--- src/rtl/ifu_prefetch_pkg.sv ---
// ifu_prefetch_pkg: shared widths and defaults for the instruction fetch unit
package ifu_prefetch_pkg;
   localparam int PORT_ADDR_WIDTH   = 32;
   localparam int PORT_DATA_WIDTH   = 32;
   localparam int IFU_DEPTH_DEFAULT = 4;
   localparam int IFU_PC_INC        = 4;
   // headroom for stale responses piling up across back-to-back redirects
   localparam int IFU_DROP_EXTRA    = 4;
endpackage

--- src/rtl/ifu_prefetch_if.sv ---
// ifu_prefetch_if: redirect/hold control, memory bus and decode handshake of the fetch unit
interface ifu_prefetch_if
   import ifu_prefetch_pkg::*;
#(
   parameter int ADDR_W = PORT_ADDR_WIDTH,
   parameter int DATA_W = PORT_DATA_WIDTH
) ();
   logic              flush;
   logic [ADDR_W-1:0] flush_pc;
   logic              hold;
   logic              req_valid;
   logic [ADDR_W-1:0] req_addr;
   logic              req_ready;
   logic              rsp_valid;
   logic [DATA_W-1:0] rsp_data;
   logic              inst_valid;
   logic [ADDR_W-1:0] pc;
   logic [DATA_W-1:0] inst_data;
   logic              inst_ready;
   modport master (
      input  flush, flush_pc, hold, req_ready, rsp_valid, rsp_data, inst_ready,
      output req_valid, req_addr, inst_valid, pc, inst_data
   );
   modport slave (
      output flush, flush_pc, hold, req_ready, rsp_valid, rsp_data, inst_ready,
      input  req_valid, req_addr, inst_valid, pc, inst_data
   );
endinterface

--- src/rtl/ifu_pf_queue.sv ---
// ifu_pf_queue: prefetch entries with separate alloc, fill and read pointers
module ifu_pf_queue #(
   parameter int ADDR_W = 32,
   parameter int DATA_W = 32,
   parameter int DEPTH  = 4,
   localparam int PTR_W = $clog2(DEPTH),
   localparam int CNT_W = PTR_W + 1
) (
   input  logic              clk,
   input  logic              rst_n,
   input  logic              clear,
   input  logic              alloc,
   input  logic [ADDR_W-1:0] alloc_pc,
   input  logic              fill,
   input  logic [DATA_W-1:0] fill_data,
   input  logic              pop,
   output logic [CNT_W-1:0]  used,
   output logic [CNT_W-1:0]  unfilled,
   output logic              head_valid,
   output logic [ADDR_W-1:0] head_pc,
   output logic [DATA_W-1:0] head_data
);
   logic [ADDR_W-1:0] pc_q [DEPTH];
   logic [DATA_W-1:0] data_q [DEPTH];
   logic [DEPTH-1:0]  filled_q;
   logic [PTR_W-1:0]  wr_ptr, fill_ptr, rd_ptr;
   assign head_valid = used != '0 && filled_q[rd_ptr];
   assign head_pc    = head_valid ? pc_q[rd_ptr] : '0;
   assign head_data  = head_valid ? data_q[rd_ptr] : '0;
   always_ff @(posedge clk) begin
      if (alloc && !clear) pc_q[wr_ptr] <= alloc_pc;
      if (fill && !clear) data_q[fill_ptr] <= fill_data;
   end
   always_ff @(posedge clk or negedge rst_n) begin
      if (!rst_n) begin
         wr_ptr   <= '0;
         fill_ptr <= '0;
         rd_ptr   <= '0;
         used     <= '0;
         unfilled <= '0;
         filled_q <= '0;
      end else if (clear) begin
         wr_ptr   <= '0;
         fill_ptr <= '0;
         rd_ptr   <= '0;
         used     <= '0;
         unfilled <= '0;
         filled_q <= '0;
      end else begin
         // alloc and fill never target the same slot: fill only touches already-allocated entries
         if (alloc) begin
            filled_q[wr_ptr] <= 1'b0;
            wr_ptr           <= wr_ptr + 1'b1;
         end
         if (fill) begin
            filled_q[fill_ptr] <= 1'b1;
            fill_ptr           <= fill_ptr + 1'b1;
         end
         if (pop) rd_ptr <= rd_ptr + 1'b1;
         used     <= used + CNT_W'(alloc) - CNT_W'(pop);
         unfilled <= unfilled + CNT_W'(alloc) - CNT_W'(fill);
      end
   end
endmodule

--- src/rtl/ifu_prefetch.sv ---
// ifu_prefetch: fetch PC, in-order request issue, stale-response dropping and redirect handling
module ifu_prefetch
   import ifu_prefetch_pkg::*;
#(
   parameter int              ADDR_W   = PORT_ADDR_WIDTH,
   parameter int              DATA_W   = PORT_DATA_WIDTH,
   parameter int              DEPTH    = IFU_DEPTH_DEFAULT,
   parameter logic [ADDR_W-1:0] RESET_PC = '0,
   parameter int              PC_INC   = IFU_PC_INC
) (
   input logic            clk,
   input logic            rst_n,
   ifu_prefetch_if.master bus
);
   localparam int CNT_W  = $clog2(DEPTH) + 1;
   localparam int DROP_W = CNT_W + IFU_DROP_EXTRA;
   logic [ADDR_W-1:0] fetch_pc;
   logic [DROP_W-1:0] drop_cnt, in_flight;
   logic [CNT_W-1:0]  used, unfilled;
   logic              issue, fill, pop, rsp_used;
   assign bus.req_valid = rst_n && !bus.hold && !bus.flush && used < CNT_W'(DEPTH);
   assign bus.req_addr  = fetch_pc;
   assign issue         = bus.req_valid && bus.req_ready;
   assign fill          = bus.rsp_valid && !bus.flush && drop_cnt == '0 && unfilled != '0;
   assign pop           = bus.inst_valid && bus.inst_ready && !bus.flush;
   // a response landing in the flush cycle retires one outstanding request on its own
   assign rsp_used      = bus.rsp_valid && (drop_cnt != '0 || unfilled != '0);
   assign in_flight     = drop_cnt + DROP_W'(unfilled) - DROP_W'(rsp_used);
   always_ff @(posedge clk or negedge rst_n) begin
      if (!rst_n) begin
         fetch_pc <= RESET_PC;
         drop_cnt <= '0;
      end else if (bus.flush) begin
         fetch_pc <= bus.flush_pc;
         drop_cnt <= in_flight;
      end else begin
         if (issue) fetch_pc <= fetch_pc + ADDR_W'(PC_INC);
         if (bus.rsp_valid && drop_cnt != '0) drop_cnt <= drop_cnt - 1'b1;
      end
   end
   ifu_pf_queue #(.ADDR_W(ADDR_W), .DATA_W(DATA_W), .DEPTH(DEPTH)) u_queue (
      .clk       (clk),
      .rst_n     (rst_n),
      .clear     (bus.flush),
      .alloc     (issue),
      .alloc_pc  (fetch_pc),
      .fill      (fill),
      .fill_data (bus.rsp_data),
      .pop       (pop),
      .used      (used),
      .unfilled  (unfilled),
      .head_valid(bus.inst_valid),
      .head_pc   (bus.pc),
      .head_data (bus.inst_data)
   );
   rsp_tracked: assert property (@(posedge clk) disable iff (!rst_n)
      bus.rsp_valid && !bus.flush && drop_cnt == '0 |-> unfilled != '0);
endmodule

--- src/flat_wrapper.sv ---
// flat-port wrapper written by rule: the top's interface ports become plain ports
module ifu_prefetch_flat import ifu_prefetch_pkg::*;
#(
   parameter int              ADDR_W   = PORT_ADDR_WIDTH,
   parameter int              DATA_W   = PORT_DATA_WIDTH,
   parameter int              DEPTH    = IFU_DEPTH_DEFAULT,
   parameter logic [ADDR_W-1:0] RESET_PC = '0,
   parameter int              PC_INC   = IFU_PC_INC
)
  (clk, rst_n, bus_flush, bus_flush_pc, bus_hold, bus_req_ready, bus_rsp_valid, bus_rsp_data, bus_inst_ready, bus_req_valid, bus_req_addr, bus_inst_valid, bus_pc, bus_inst_data);
  ifu_prefetch_if #(.ADDR_W(ADDR_W), .DATA_W(DATA_W)) bus_i ();
  input logic clk;
  input logic rst_n;
  input wire logic [$bits(bus_i.flush)-1:0] bus_flush;
  input wire logic [$bits(bus_i.flush_pc)-1:0] bus_flush_pc;
  input wire logic [$bits(bus_i.hold)-1:0] bus_hold;
  input wire logic [$bits(bus_i.req_ready)-1:0] bus_req_ready;
  input wire logic [$bits(bus_i.rsp_valid)-1:0] bus_rsp_valid;
  input wire logic [$bits(bus_i.rsp_data)-1:0] bus_rsp_data;
  input wire logic [$bits(bus_i.inst_ready)-1:0] bus_inst_ready;
  output wire logic [$bits(bus_i.req_valid)-1:0] bus_req_valid;
  output wire logic [$bits(bus_i.req_addr)-1:0] bus_req_addr;
  output wire logic [$bits(bus_i.inst_valid)-1:0] bus_inst_valid;
  output wire logic [$bits(bus_i.pc)-1:0] bus_pc;
  output wire logic [$bits(bus_i.inst_data)-1:0] bus_inst_data;
  assign bus_i.flush = bus_flush;
  assign bus_i.flush_pc = bus_flush_pc;
  assign bus_i.hold = bus_hold;
  assign bus_i.req_ready = bus_req_ready;
  assign bus_i.rsp_valid = bus_rsp_valid;
  assign bus_i.rsp_data = bus_rsp_data;
  assign bus_i.inst_ready = bus_inst_ready;
  assign bus_req_valid = bus_i.req_valid;
  assign bus_req_addr = bus_i.req_addr;
  assign bus_inst_valid = bus_i.inst_valid;
  assign bus_pc = bus_i.pc;
  assign bus_inst_data = bus_i.inst_data;
  ifu_prefetch #(.ADDR_W(ADDR_W), .DATA_W(DATA_W), .DEPTH(DEPTH), .RESET_PC(RESET_PC), .PC_INC(PC_INC)) u_core (.clk(clk), .rst_n(rst_n), .bus(bus_i));
endmodule
--- config.mk ---
export PLATFORM = sky130hd
export DESIGN_NAME = ifu_prefetch_flat
export DESIGN_NICKNAME = d
export VERILOG_FILES = /design/src/rtl/ifu_prefetch_pkg.sv /design/src/rtl/ifu_prefetch_if.sv /design/src/rtl/ifu_pf_queue.sv /design/src/rtl/ifu_prefetch.sv /design/src/flat_wrapper.sv
export SDC_FILE = /design/constraint.sdc
export NUM_CORES = 1
export LEC_CHECK = 0
export BUFFER_PORTS_ARGS = -buffer_cell sky130_fd_sc_hd__buf_2
export CELL_PAD_IN_SITES_DETAIL_PLACEMENT = 1
export CELL_PAD_IN_SITES_GLOBAL_PLACEMENT = 1
export CORE_UTILIZATION = 50
export DETAILED_ROUTE_END_ITERATION = 6
export PLACE_DENSITY = 0.89
export SKIP_CTS_REPAIR_TIMING = 1
export SLEW_MARGIN = 40
export SYNTH_ARGS = -nofsm -noshare
export SYNTH_HDL_FRONTEND = slang
export SYNTH_SLANG_ARGS = --single-unit
--- constraint.sdc ---
create_clock -name clk -period 6.2 [get_ports clk]
set_input_delay 0.31 -clock clk [delete_from_list [all_inputs] [get_ports clk]]
set_output_delay 0.31 -clock clk [all_outputs]
set_load 0.1 [all_outputs]
==> reports/qor.txt <==
Status -> finished clean
Setup TNS -> 0 ps
Commonest cells after routing, fill and taps aside -> edfxtp_1, buf_2, and2_1
# DRC -> 0
Slowest stage cell, crit path -> or3b_4
Ranking of synthesized cells by area -> edfxtp_1, mux4_2, dfrtp_1
Crit Path Max Fanout -> 7
Rows -> 59
Clock Skews -> 18.3 ps
Syn. warnings -> 0
Height of the die -> 164 um
Required time worst endpoint -> 6580 ps
Mapped Nets -> 892
Worst-Skew Late Latency -> 550 ps
Max Freq -> 289 MHz
Die X -> 164 um
Nets@finish -> 1096
Final hold viol count -> 0
Fraction of registers with async set/reset -> 17.7%
Core area -> 26000 um2
Overflow after GRT -> 0
Final Non-Filler Cells -> 1355
Critical Path AT -> 3840 ps
Slew Limit Fails -> 0
PnR worst setup slack -> 2740 ps
Crit path kind -> reg2reg
Critical Path Source Type -> register
Post-place setup slack -> 2780 ps
Vias per inst -> 5.82
Fin area -> 15700 um2
Reg-to-reg slack, setup -> 2740 ps
Cell Chain, Critical Path -> inv_1 > ha_1 > or3b_4 > o21ai_4 > nand2_1 > ha_1 > inv_1 > ha_1 > fa_1 > a21o_1 > a211o_1 > a21oi_1 > xnor2_1 > a21oi_1
Placed insts -> 1268
Clk root buf -> clkbuf_16
Syn avg cell area -> 16.7 um2
Seq/Total Area, Yosys -> 68.7%
Final Wtd Congestion -> 0.804
Total GRT Usage -> 24.0%
Die area -> 27100 um2
FF-to-FF End -> u_core.drop_cnt[6]$_DFFE_PN0P_
Post-DP HPWL -> 20100 um
Yosys top cell by area -> edfxtp_1
Worst Setup SP -> u_core.drop_cnt[0]$_DFFE_PN0P_
Worst Max-Slew Pin Slew -> 781 ps
Clk pin slew, worst setup/hold paths -> 60 ps
Post-Route WL -> 32800 um
Crit-path max cell delay -> 430 ps
Via count of the first global-routing pass -> 8433
Post-Synthesis Cell Area -> 13200 um2
Cts bufs inserted -> 31
WL/cell -> 24.2 um
Largest net degree at the start of global routing -> 67
FF+latch count, synth -> 311
Initial antenna violation count -> 1
Ports -> 169
Synth Flop Type -> edfxtp_1
CP dominant cell by count -> ha_1
Port bufs -> 168
Via count -> 7884
P&R area growth vs syn -> 18.6%
Max Cap Viol -> 0
CTS Sinks -> 311
Fin Hold WS -> 1.29 ps
CTS tree -> built
Crit path capture type -> register
Gate Count Post-Synth -> 792
Hold/Removal Path Class -> in2reg
Min Tclk post-route -> 3460 ps
Final setup vio count -> 0
VDD IR max -> 0.000391 V
Post-synth EDFFs -> 256
DRT iter0 DRCs -> 530
H-tree level count -> 1
Clock Path Buffers -> 3
Share of the synthesized area in the top cell type -> 58.2%
Leak Pwr -> 0.00587 uW
Final ANT Viol Nets -> 0
Most common cell after layout, fill and taps aside -> edfxtp_1
Max_slew headroom -> 47.4%
Area post-placement -> 14400 um2
Initial Utilization -> 50.8%
RSZ-0062 raised after global routing -> no
Global-route wire length before repair -> 48400 um
Cell Pwr Density -> 311 nW/um2
Final period utilization -> 55.8%
Share of cells above drive strength 1 -> 30.4%
Reg2Reg Depth -> 14
Reg2reg start -> u_core.drop_cnt[0]$_DFFE_PN0P_
Post-synth cell types -> 57
1st-pass router iterations -> 5
CP endpoint -> u_core.drop_cnt[6]$_DFFE_PN0P_
[layout make-up]
class	instances	area, um2
clock buffer	39	806
timing repair buffer	207	1220
multi-input combinational	409	3840
inverter	36	135
sequential	311	9070
fill	2421	10300
antenna	1	2.50
tap	335	419
clock inverter	17	166
[power by group]
group	internal, uW	leakage [uW]	switching, uW
clock	1040	0.000471	764
sequential	2330	0.00300	85.8
combinational	221	0.00240	428
[cell families (layout without fill, tap and decap cells)]
kind of cell	after synthesis	after routing	synth area share, %
other cells	0	1	0
buf+inv	72	299	2.38
mux	70	70	11.5
fa+ha+maj	29	29	2.92
simple gates	202	202	8.63
compound gates	91	91	4.80
flops	311	311	68.7
xor+xnor	17	17	1.13
[registers in the layout (all words and copies together) (netlist names)]
signal,count
u_core.u_queue.data_q,128
u_core.u_queue.pc_q,128
u_core.bus.req_addr,32
u_core.drop_cnt,7
u_core.u_queue.filled_q,4
u_core.u_queue.unfilled,3
u_core.u_queue.used,3
u_core.u_queue.fill_ptr,2
u_core.u_queue.rd_ptr,2
u_core.u_queue.wr_ptr,2
[cell usage after synthesis (3+ instances only)]
library cell,number
edfxtp_1,256
and2_1,71
mux4_2,65
dfrtp_1,55
nand2_1,49
inv_1,36
nor2_1,28
ha_1,26
o21ai_0,21
clkbuf_1,20
nand3_1,14
a21oi_1,13
o211ai_1,12
xnor2_1,12
buf_2,11
nand4_1,8
nor3_1,8
a21o_1,5
and3_1,5
o311ai_0,5
xor2_1,5
a221o_1,4
a31o_2,4
a32oi_1,4
buf_6,4
o21ai_1,4
a31oi_1,3
fa_1,3
mux2i_1,3
o311ai_1,3
[layer usage]
| metal | vias to the layer above | GRT usage, % | share of wire (%) |
|---|---|---|---|
| li1 | 3459 | - | - |
| met1 | 4108 | 31.3 | 40 |
| met2 | 265 | 42.1 | 52 |
| met3 | 52 | 3.64 | 5.7 |
| met4 | 0 | 6.34 | 2.2 |
| met5 | - | 0 | 0 |
[worst max-delay path: cells and delay by family, from the launching register on]
kind | cells | cell delay, ps
AO/OA/AOI/OAI | 5 | 1000
XOR/XNOR | 1 | 170
adder cells (fa/ha/maj) | 4 | 1080
buffers and inverters | 2 | 150
flip-flops | 1 | 380
AND/OR/NAND/NOR | 2 | 510
[stage by stage]
step                      utilization, %  total power, uW
after floorplan                        -             2900
after global placement              55.3             3050
after global routing                60.2             5030
after CTS                           59.1             4880
after detailed placement            55.3             3080
final                               60.2             4870
[worst min path at each step]
stage | start | slack, ps | cells after the start | to
3_3_place_gp | u_core.u_queue.filled_q[3]$_DFF_PN0_ | 500 | 2 | u_core.u_queue.filled_q[3]$_DFF_PN0_
3_5_place_dp | u_core.u_queue.filled_q[0]$_DFF_PN0_ | 520 | 1 | u_core.u_queue.filled_q[0]$_DFF_PN0_
2_1_floorplan | rst_n | 10 | 0 | u_core.bus.req_addr[0]$_DFFE_PN0P_
6_report | bus_flush_pc[8] | 1 | 3 | u_core.bus.req_addr[8]$_DFFE_PN0N_
5_1_grt | bus_rsp_data[13] | -6 | 1 | u_core.u_queue.data_q[3][13]$_DFFE_PP_
4_1_cts | bus_flush_pc[16] | -50 | 3 | u_core.bus.req_addr[16]$_DFFE_PN0N_
Note: power is estimated with default switching activity, not from simulation.
